File: src/rtl/serializer_pkg.sv
// Shared definitions for the byte serializer: frame states and line constants.
package serializer_pkg;

  typedef enum logic [2:0] {
    IDLE,
    START,
    DATA,
    PARITY,
    STOP
  } serState_t;

  localparam int   DATA_BITS  = 8;
  localparam logic IDLE_LEVEL = 1'b1;

endpackage

File: src/rtl/sync_fifo.sv
// Small synchronous FIFO with show-ahead output; head word is visible on dout while not empty.
module sync_fifo #(
  parameter int WIDTH = 8,
  parameter int DEPTH = 4
) (
  input  logic             clk,
  input  logic             rst,
  input  logic             push,
  input  logic             pop,
  input  logic [WIDTH-1:0] din,
  output logic [WIDTH-1:0] dout,
  output logic             full,
  output logic             empty
);

  localparam int PTR_W = (DEPTH > 1) ? $clog2(DEPTH) : 1;
  localparam int CNT_W = $clog2(DEPTH) + 1;

  logic [WIDTH-1:0] r_mem [DEPTH];
  logic [PTR_W-1:0] r_wrPtr;
  logic [PTR_W-1:0] r_rdPtr;
  logic [CNT_W-1:0] r_count;
  logic             w_doPush;
  logic             w_doPop;

  assign w_doPush = push && !full;
  assign w_doPop  = pop && !empty;

  // Pointers wrap naturally because DEPTH is a power of two.
  always_ff @(posedge clk) begin
    if (rst) begin
      r_wrPtr <= '0;
      r_rdPtr <= '0;
      r_count <= '0;
    end else begin
      if (w_doPush) r_wrPtr <= r_wrPtr + PTR_W'(1);
      if (w_doPop)  r_rdPtr <= r_rdPtr + PTR_W'(1);
      case ({w_doPush, w_doPop})
        2'b10:   r_count <= r_count + CNT_W'(1);
        2'b01:   r_count <= r_count - CNT_W'(1);
        default: r_count <= r_count;
      endcase
    end
  end

  always_ff @(posedge clk) begin
    if (w_doPush) r_mem[r_wrPtr] <= din;
  end

  assign dout  = r_mem[r_rdPtr];
  assign full  = (r_count == CNT_W'(DEPTH));
  assign empty = (r_count == '0);

endmodule

File: src/rtl/byte_serializer.sv
// Byte-to-serial framer: start bit, 8 data bits LSB first, optional even parity, stop bit,
// each bit held DIV cycles, fed from a small input FIFO.
module byte_serializer
  import serializer_pkg::*;
#(
  parameter int DIV       = 4,
  parameter int PARITY_EN = 0,
  parameter int DEPTH     = 4
) (
  input  logic       clk,
  input  logic       rst,
  input  logic       in_valid,
  input  logic [7:0] in_data,
  output logic       in_ready,
  output logic       sd,
  output logic       busy,
  output logic       frame_done
);

  localparam logic [7:0] RELOAD   = 8'(DIV - 1);
  localparam logic [2:0] LAST_IDX = 3'(DATA_BITS - 1);

  serState_t  r_state;
  logic [7:0] r_shift;
  logic [7:0] r_bitTimer;
  logic [2:0] r_bitIdx;
  logic       r_parity;
  logic       r_sd;
  logic       r_frameDone;

  logic       w_full;
  logic       w_empty;
  logic [7:0] w_head;
  logic       w_push;
  logic       w_pop;
  logic       w_bitEnd;

  // in_ready ignores pops so a full FIFO never takes a byte, and drops during reset.
  assign in_ready = !w_full && !rst;
  assign w_push   = in_valid && in_ready;
  assign w_bitEnd = (r_bitTimer == 8'd0);
  assign w_pop    = !rst && !w_empty &&
                    ((r_state == IDLE) || ((r_state == STOP) && w_bitEnd));

  sync_fifo #(
    .WIDTH(8),
    .DEPTH(DEPTH)
  ) u_fifo (
    .clk  (clk),
    .rst  (rst),
    .push (w_push),
    .pop  (w_pop),
    .din  (in_data),
    .dout (w_head),
    .full (w_full),
    .empty(w_empty)
  );

  // Frame sequencer; sd and frame_done are set on the edge that enters the cycle they describe.
  always_ff @(posedge clk) begin
    if (rst) begin
      r_state     <= IDLE;
      r_shift     <= 8'd0;
      r_bitTimer  <= 8'd0;
      r_bitIdx    <= 3'd0;
      r_parity    <= 1'b0;
      r_sd        <= IDLE_LEVEL;
      r_frameDone <= 1'b0;
    end else begin
      r_frameDone <= 1'b0;
      if ((r_state != IDLE) && !w_bitEnd) begin
        r_bitTimer <= r_bitTimer - 8'd1;
      end
      if ((r_state == STOP) && (r_bitTimer == 8'd1)) begin
        r_frameDone <= 1'b1;
      end
      case (r_state)
        IDLE: begin
          if (!w_empty) begin
            r_shift    <= w_head;
            r_parity   <= ^w_head;
            r_state    <= START;
            r_sd       <= 1'b0;
            r_bitTimer <= RELOAD;
          end
        end
        START: begin
          if (w_bitEnd) begin
            r_state    <= DATA;
            r_sd       <= r_shift[0];
            r_bitIdx   <= 3'd0;
            r_bitTimer <= RELOAD;
          end
        end
        DATA: begin
          if (w_bitEnd) begin
            r_bitTimer <= RELOAD;
            if (r_bitIdx == LAST_IDX) begin
              if (PARITY_EN != 0) begin
                r_state <= PARITY;
                r_sd    <= r_parity;
              end else begin
                r_state     <= STOP;
                r_sd        <= IDLE_LEVEL;
                r_frameDone <= (DIV == 1);
              end
            end else begin
              r_shift  <= r_shift >> 1;
              r_sd     <= r_shift[1];
              r_bitIdx <= r_bitIdx + 3'd1;
            end
          end
        end
        PARITY: begin
          if (w_bitEnd) begin
            r_state     <= STOP;
            r_sd        <= IDLE_LEVEL;
            r_bitTimer  <= RELOAD;
            r_frameDone <= (DIV == 1);
          end
        end
        STOP: begin
          if (w_bitEnd) begin
            r_bitTimer <= RELOAD;
            if (!w_empty) begin
              r_shift  <= w_head;
              r_parity <= ^w_head;
              r_state  <= START;
              r_sd     <= 1'b0;
            end else begin
              r_state <= IDLE;
              r_sd    <= IDLE_LEVEL;
            end
          end
        end
        default: begin
          r_state <= IDLE;
          r_sd    <= IDLE_LEVEL;
        end
      endcase
    end
  end

  assign sd         = r_sd;
  assign frame_done = r_frameDone;
  assign busy       = (r_state != IDLE) || !w_empty;

endmodule

File: config.mk
export PLATFORM = sky130hd
export DESIGN_NAME = byte_serializer
export DESIGN_NICKNAME = d
export VERILOG_FILES = /design/src/rtl/serializer_pkg.sv /design/src/rtl/sync_fifo.sv /design/src/rtl/byte_serializer.sv
export SDC_FILE = /design/constraint.sdc
export NUM_CORES = 1
export LEC_CHECK = 0
export CAP_MARGIN = 25
export CORE_MARGIN = 1.5
export CORE_UTILIZATION = 45
export CTS_CLUSTER_SIZE = 12
export DETAILED_ROUTE_END_ITERATION = 10
export PLACE_DENSITY = 0.67
export SLEW_MARGIN = 20
export SYNTH_ARGS = -nofsm -noshare
export SYNTH_HDL_FRONTEND = slang
export SYNTH_SLANG_ARGS = --single-unit
File: constraint.sdc
create_clock -name clk -period 6.9 [get_ports clk]
set_clock_uncertainty 0.15 [all_clocks]
set_input_delay 1.38 -clock clk [delete_from_list [all_inputs] [get_ports clk]]
set_output_delay 1.38 -clock clk [all_outputs]
set_load 0.02 [all_outputs]
==> results by group <==
Synth
  – Cell with the most instances after synthesis: dfxtp_1
  – Synthesized area per cell: 11.7 sq um
  – Most frequent cells after synthesis: 33 x dfxtp_1, 32 x edfxtp_1, 20 x nand2_1
  – Fraction of post-synthesis cell area in the top cell type by area: 0.328
  – Library cell occupying the most area in the post-synthesis netlist: edfxtp_1
  – Sequential-to-total area share from yosys stat: 0.553
  – Cells after Synth: 251
  – Cell area after technology mapping: 2930 sq um
  – Top FF cell, synth: dfxtp_1
  – Number of synthesized register bits: 65
  – Post-synthesis net count: 272
  – Number of synthesized flops with an enable pin: 32
  – Synth warnings: 0
  – Async set or reset register ratio after synthesis: 0
  – Leading post-synthesis cells by cell area: edfxtp_1 33%, dfxtp_1 23%, mux4_2 6.1%, ha_1 3.8%, a211oi_1 2.8%
  – Number of different library cells in the post-synthesis netlist: 43

Placement
  – Placer Congestion: 0.769
  – Post-Place Cell Area: 3110 sq um
  – I/O Buffers: 14
  – Dpl hpwl: 3430 um

Worst setup path
  – Maximum single-stage delay on the critical path: about 0.61 ns
  – Kind of launch point of the worst setup path: input port
  – Setup CP Type: in2out
  – Arrival time of data at the critical path endpoint: 2.77 ns
  – Data required, critical path: 5.37 ns
  – Kind of end point of the critical path: output port
  – Highest-delay cell along the critical path: clkdlybuf4s50_1
  – Largest fanout on the critical path: 32
  – Ordered list of cells on the worst path: clkdlybuf4s50_1 -> buf_4 -> a21oi_1 -> clkdlybuf4s50_1
  – Cell occurring most often along the worst timing path: clkdlybuf4s50_1

Final layout
  – Total non-filler cell area in the finished layout: 3340 sq um
  – Number of nets at the end of the flow: between 200 and 300
  – Synth-to-Final Area Change: 13.9%
  – # diodes: 0
  – Layout cell share with drive strength beyond 1: 0.121

STA
  – Final-report max-slew violation count: 0
  – Final Hold Vio Count: 0
  – Final Critical Period: approximately 4.3 ns
  – Post-route clock period utilization: 0.623
  – Sum of negative setup slack: 0 ns
  – Setup repair after global routing missed its margin: no
  – Worst-margin pin slew: approximately 0.78 ns
  – Fmax achieved: 232 MHz
  – Relative slew margins: 0.479
  – Worst hold slack: about 0.31 ns
  – Final setup violating endpoints: 0

CTS
  – CTS Hold Buffers Added: 0
  – Total number of clock tree sinks: 65
  – Cts bufs inserted: 9
  – Clock root buffer: clkbuf_8
  – Number of setup buffers added after CTS: 0
  – CTS max path bufs: 2
  – Clock slew seen by the registers of the worst setup and hold paths: 0.07 ns
  – Post-cts sizing count: 0
  – H-tree lvl count: 3
  – TritonCTS clock tree: yes
  – Clock latency of the later-clocked register in the worst-skew pair: around 0.35 ns

Routing
  – Final antenna-violating net count: 0
  – Number of iterations in the first detailed-routing pass: 4
  – Uppermost signal routing layer after detailed routing: met4
  – Detailed-route wire length on metal 1: about 2500 um
  – Vias per inst: 5.53
  – Drt wl/cell: 15.0 um
  – Iter 0 DRT Violations: around 110
  – Total wire length: 5230 um
  – # DRC: 0
  – Number of vias in the routed layout: 1,929
  – Met3 wire length: 174 um
  – Met2 wire len: 2430 um

GRT
  – GRT Overall Usage: 0.161
  – Initial antenna violation count: 0
  – Wire length of the first global-routing pass: about 8700 um
  – Pin count of the biggest net entering global routing: 33
  – Via count of the first global-routing pass: approximately 1,800
  – Overflow left after global routing: 0

Floorplanning
  – Area enclosed by the die boundary: 7010 sq um
  – I/O pin count: 15
  – Core area: 6310 sq um
  – Starting density of the core: 0.465
  – FP Rows: 29
  – Die width: 83.7 um
  – Die Span Y: 83.7 um

Flow run
  – Max-capacitance violation count: 0

Outcome
  – Run status: finished clean

Power and ir drop
  – Leakage: 1.14 nW
  – Worst vdd ir: between 0.15 and 0.2 mV
  – Overall Power: between 1 and 1.5 mW
  – Pwr/cell area: 409 nW/um^2

Min path
  – HP Class: reg2reg
## area by class of cell
class                      count  area [sq um]
clock buffer                   9           124
fill                         574          2970
clock inverter                 7           101
timing repair buffer          16           153
tap                           77          96.3
multi-input combinational    158          1180
sequential                    65          1620
inverter                      17          63.8
## critical path: cells and delay by family
| family | cells | cell delay [ns] |
|---|---|---|
| AO/OA/AOI/OAI | 1 | 0.15 |
| buffers and inverters | 3 | 1.23 |
## cells by family after synthesis
family / Yosys count / synth area share
AOI/OAI and AO/OA: 53 / 0.124
xor gates and xnor gates: 9 / 0.0269
adders and majority gates: 10 / 0.0452
buffers and inverters: 28 / 0.0439
DFF: 65 / 0.553
muxes: 10 / 0.0687
and+or+nand+nor: 76 / 0.139
## per-stage QoR
stage,worst slack [ns],util,std cells
2_1_floorplan,3.24,-,251
3_3_place_gp,2.60,0.493,332
3_5_place_dp,2.58,0.493,332
4_1_cts,2.58,0.529,348
5_1_grt,2.53,0.530,349
6_report,2.60,0.530,349
## registers in the layout, indices dropped and copies added (netlist names), named ones only
| register | cells |
|---|---|
| frame_done | 1 |
| r_bitIdx | 3 |
| r_bitTimer | 8 |
| r_shift | 8 |
| r_state | 3 |
| sd | 1 |
| u_fifo.r_count | 3 |
| u_fifo.r_mem | 32 |
| u_fifo.r_rdPtr | 2 |
| u_fifo.r_wrPtr | 2 |
## report_power, final
group          leakage [nW]  switching [mW]  total [mW]  internal (mW)
Sequential            0.560          0.0656       0.530          0.464
Clock                 0.106           0.160       0.366          0.206
Combinational         0.478           0.264       0.472          0.208
Total                  1.14           0.489        1.37          0.878
## final timing paths
kind                                  from                        endpoint  slack (ns)  cells past startpoint
setup / recovery                       rst                        in_ready        2.60                      4
hold / removal    r_bitIdx[1]$_SDFFE_PP0P_        r_bitIdx[1]$_SDFFE_PP0P_        0.31                      2
setup reg to reg  r_bitTimer[0]$_SDFF_PP0_  u_fifo.r_count[2]$_SDFFE_PP0P_        3.81                     11
hold reg to reg   r_bitIdx[1]$_SDFFE_PP0P_        r_bitIdx[1]$_SDFFE_PP0P_        0.31                      2
## placed cells by master, fill, tap and decap left out, drive strengths merged, types with 3 or more instances in the layout
master         netlist  layout
a211oi              11      11
a21oi               14      14
a221oi               8       8
and2                 5       5
clkbuf               7      10
clkdlybuf4s50        0      14
dfxtp               33      33
edfxtp              32      32
ha                   9       9
inv                 17      19
mux4                 8       8
nand2               20      20
nor2                19      19
nor3                 5       5
nor3b                4       4
o211ai               3       3
o21ai                7       7
o31ai                3       3
or2                  4       4
or3                  6       6
or4                  3       3
xnor2                4       4
xor2                 5       5
## metal layers
metal | vias up | track usage
li1 | 964 | -
met1 | 931 | 0.215
met2 | 26 | 0.243
met3 | 8 | 0.0415
met4 | 0 | 0.0849
met5 | - | 0
No activity file was read; power rests on OpenSTA's default activity.
==> RTL change (config.mk and constraints unchanged) <==
`DEPTH` is set to 4 in 2 places; all go to 2.
--- a/src/rtl/sync_fifo.sv
+++ b/src/rtl/sync_fifo.sv
@@ -1,7 +1,7 @@
 // Small synchronous FIFO with show-ahead output; head word is visible on dout while not empty.
 module sync_fifo #(
   parameter int WIDTH = 8,
-  parameter int DEPTH = 4
+  parameter int DEPTH = 2
 ) (
   input  logic             clk,
   input  logic             rst,
--- a/src/rtl/byte_serializer.sv
+++ b/src/rtl/byte_serializer.sv
@@ -5,7 +5,7 @@
 #(
   parameter int DIV       = 4,
   parameter int PARITY_EN = 0,
-  parameter int DEPTH     = 4
+  parameter int DEPTH     = 2
 ) (
   input  logic       clk,
   input  logic       rst,
Behaviour: not the same (a bounded check fails within 4 cycles, from zero or initial values and one cycle with rst high).
==> RTL change against the unedited design <==
- design area is 28% lower
- sequential cell count is 20 lower
- die area is 25% lower
- total power is 26% lower
- synthesized area is 26% lower
- synthesized cell count is 17% lower
- worst setup slack worse by 0.65 ns
- sequential share of layout area is 4.3 points lower
- core utilization is 1.8 points lower
- wire length is 25% lower
- largest power group is now combinational logic
==> RTL change: results (changes against the unedited design) <==
Outcome
  – Outcome: complete, no violations (unchanged)

Placement
  – GP Congestion: 0.817 (was 0.769)
  – DP Area: 2300 sq um (was 3110 sq um)
  – Detailed placement HPWL: 2.77 mm (was 3.43 mm)

Setup path
  – Crit Path Max Fanout: 23 (was 32)
  – Critical R2R Capture: u_fifo.r_count[1]$_SDFFE_PP0P_ (was u_fifo.r_count[2]$_SDFFE_PP0P_)
  – WP data arrival: 3.42 ns (was 2.77 ns)
  – Max incr delay on CP: 1.00 ns (was 0.61 ns)
  – R2R depth: 8 (was 11)
  – Worst reg2reg setup slack: 4.01 ns (was 3.81 ns)

GRT
  – Largest net degree at the start of global routing: 24 (was 33)
  – First-pass GRT wire length: 6.69 mm (was 8.72 mm)
  – Global Route Usage Sum: 0.163 (was 0.161)
  – Vias in the first global route: 1457 (was 1779)

Clock network
  – Reg clk slew, reported paths: 0.09 ns (was 0.07 ns)
  – Cts bufs inserted: 5 (was 9)
  – Clk Latency, worst-skew pair: 0.30 ns (was 0.35 ns)
  – CTS HTree Levels: 2 (was 3)

Cells and area
  – Fillers: 454 (was 574)
  – Biggest regs: u_fifo.r_mem x16, r_bitTimer x8, r_shift x8 (was u_fifo.r_mem x32, r_bitTimer x8, r_shift x8)
  – Layout cells sized above 1: 0.106 (was 0.121)
  – Nets: 233 (was 288)

Detailed routing
  – Initial DRC count: 64 (was 114)
  – WL/cell: 14.5 microns (was 15.0 microns)
  – DR vias/cell: 5.71 (was 5.53)

Yosys
  – Synth top area cells: dfxtp_1 27%, edfxtp_1 22%, a21oi_1 4.6% (was edfxtp_1 33%, dfxtp_1 23%, mux4_2 6.1%)
  – Post-synthesis xor/xnor area fraction: 0.0202 (was 0.0269)
  – Synth Area in Compound Gates: 0.203 (was 0.124)
  – Post-synthesis cell type count: 51 (was 43)
  – EDFF count, synth: 16 (was 32)
  – Sequential cell area fraction in the yosys report: 0.490 (was 0.553)
  – Mux cell area share after synthesis: 0.0474 (was 0.0687)
  – Synth Area in Adders: 0.0289 (was 0.0452)
  – Post-Synthesis Net Count: 224 (was 272)
  – Most instantiated cells after synthesis: 29 x dfxtp_1, 20 x a21oi_1, 16 x edfxtp_1 (was 33 x dfxtp_1, 32 x edfxtp_1, 20 x nand2_1)

Pwr
  – Lkg Pwr: 0.803 nW (was 1.14 nW)
  – Maximum vdd drop: 195 uV (was 183 uV)
  – Sw frac: 0.412 (was 0.358)

Timing
  – Least-Margin Pin Slew: 0.822 ns (was 0.777 ns)

Floorplanning
  – Die W: 72.4 microns (was 83.7 microns)
RTL change: cell count changes in the layout (fill, tap and decap cells not counted), sizes merged, moves of 6 or more:
| cell | unedited run | this run |
|---|---|---|
| o21ai | 7 | 14 |
| a211oi | 11 | 4 |
| nor2 | 19 | 8 |
| a21oi | 14 | 22 |
| mux2i | 1 | 8 |
| a221oi | 8 | 2 |
| edfxtp | 32 | 16 |
| mux4 | 8 | 0 |
| nand2 | 20 | 14 |
| o2111ai | 2 | 8 |
| inv | 19 | 12 |
RTL change: worst max-delay path: cells and delay by family:
kind / cells / cell delay (ns)
AO/OA/AOI/OAI: 1 / 0.19
buffers and inverters: 3 / 1.84
RTL change: routing by layer:
| layer | wire [microns] | track usage | vias up |
|---|---|---|---|
| li1 | - | - | 795 |
| met1 | 2010 | 0.222 | 733 |
| met2 | 1740 | 0.259 | 19 |
| met3 | 126 | 0.0333 | 5 |
| met4 | 60 | 0.0566 | 0 |
| met5 | 0 | 0 | - |
RTL change: how the worst min path moves through the flow:
stage	endpoint	startpoint	slack, ns	depth (start not counted)
floorplan	r_bitIdx[1]$_SDFFE_PP0P_	r_bitIdx[1]$_SDFFE_PP0P_	0.29	2
global placement	r_bitIdx[2]$_SDFFE_PP0P_	r_bitIdx[2]$_SDFFE_PP0P_	0.29	2
detailed placement	r_bitIdx[1]$_SDFFE_PP0P_	r_bitIdx[1]$_SDFFE_PP0P_	0.31	2
CTS	r_bitIdx[1]$_SDFFE_PP0P_	r_bitIdx[1]$_SDFFE_PP0P_	0.32	2
global route	r_bitIdx[2]$_SDFFE_PP0P_	r_bitIdx[2]$_SDFFE_PP0P_	0.35	2
finish	r_bitIdx[1]$_SDFFE_PP0P_	r_bitIdx[1]$_SDFFE_PP0P_	0.32	2
RTL change: layout make-up:
class | count | area (sq um) | area share
Clock buffer | 5 | 68.8 | 0.0287
Multi-Input combinational cell | 142 | 1000 | 0.417
Timing Repair Buffer | 14 | 140 | 0.0584
Tap cell | 54 | 67.6 | 0.0282
Sequential cell | 45 | 1060 | 0.442
Inverter | 9 | 33.8 | 0.0141
Clock inverter | 3 | 26.3 | 0.0110
RTL change: through the flow:
stage	instances	worst slack [ns]
floorplan	208	3.63
global placement	264	1.99
detailed placement	264	1.96
CTS	272	1.95
global route	272	1.87
finish	272	1.95
RTL change: power groups by stage:
stage	registers, mW	clock network [mW]	logic (mW)
2_1_floorplan	0.366	0	0.381
3_3_place_gp	0.398	0	0.435
3_5_place_dp	0.399	0	0.438
4_1_cts	0.393	0.179	0.440
5_1_grt	0.403	0.186	0.489
6_report	0.392	0.173	0.441
RTL change: logic make-up after synthesis:
kind of cell	Yosys count
simple gates	59
fa+ha+maj	5
xor+xnor	5
buf+inv	21
compound gates	63
flops	45
mux	10
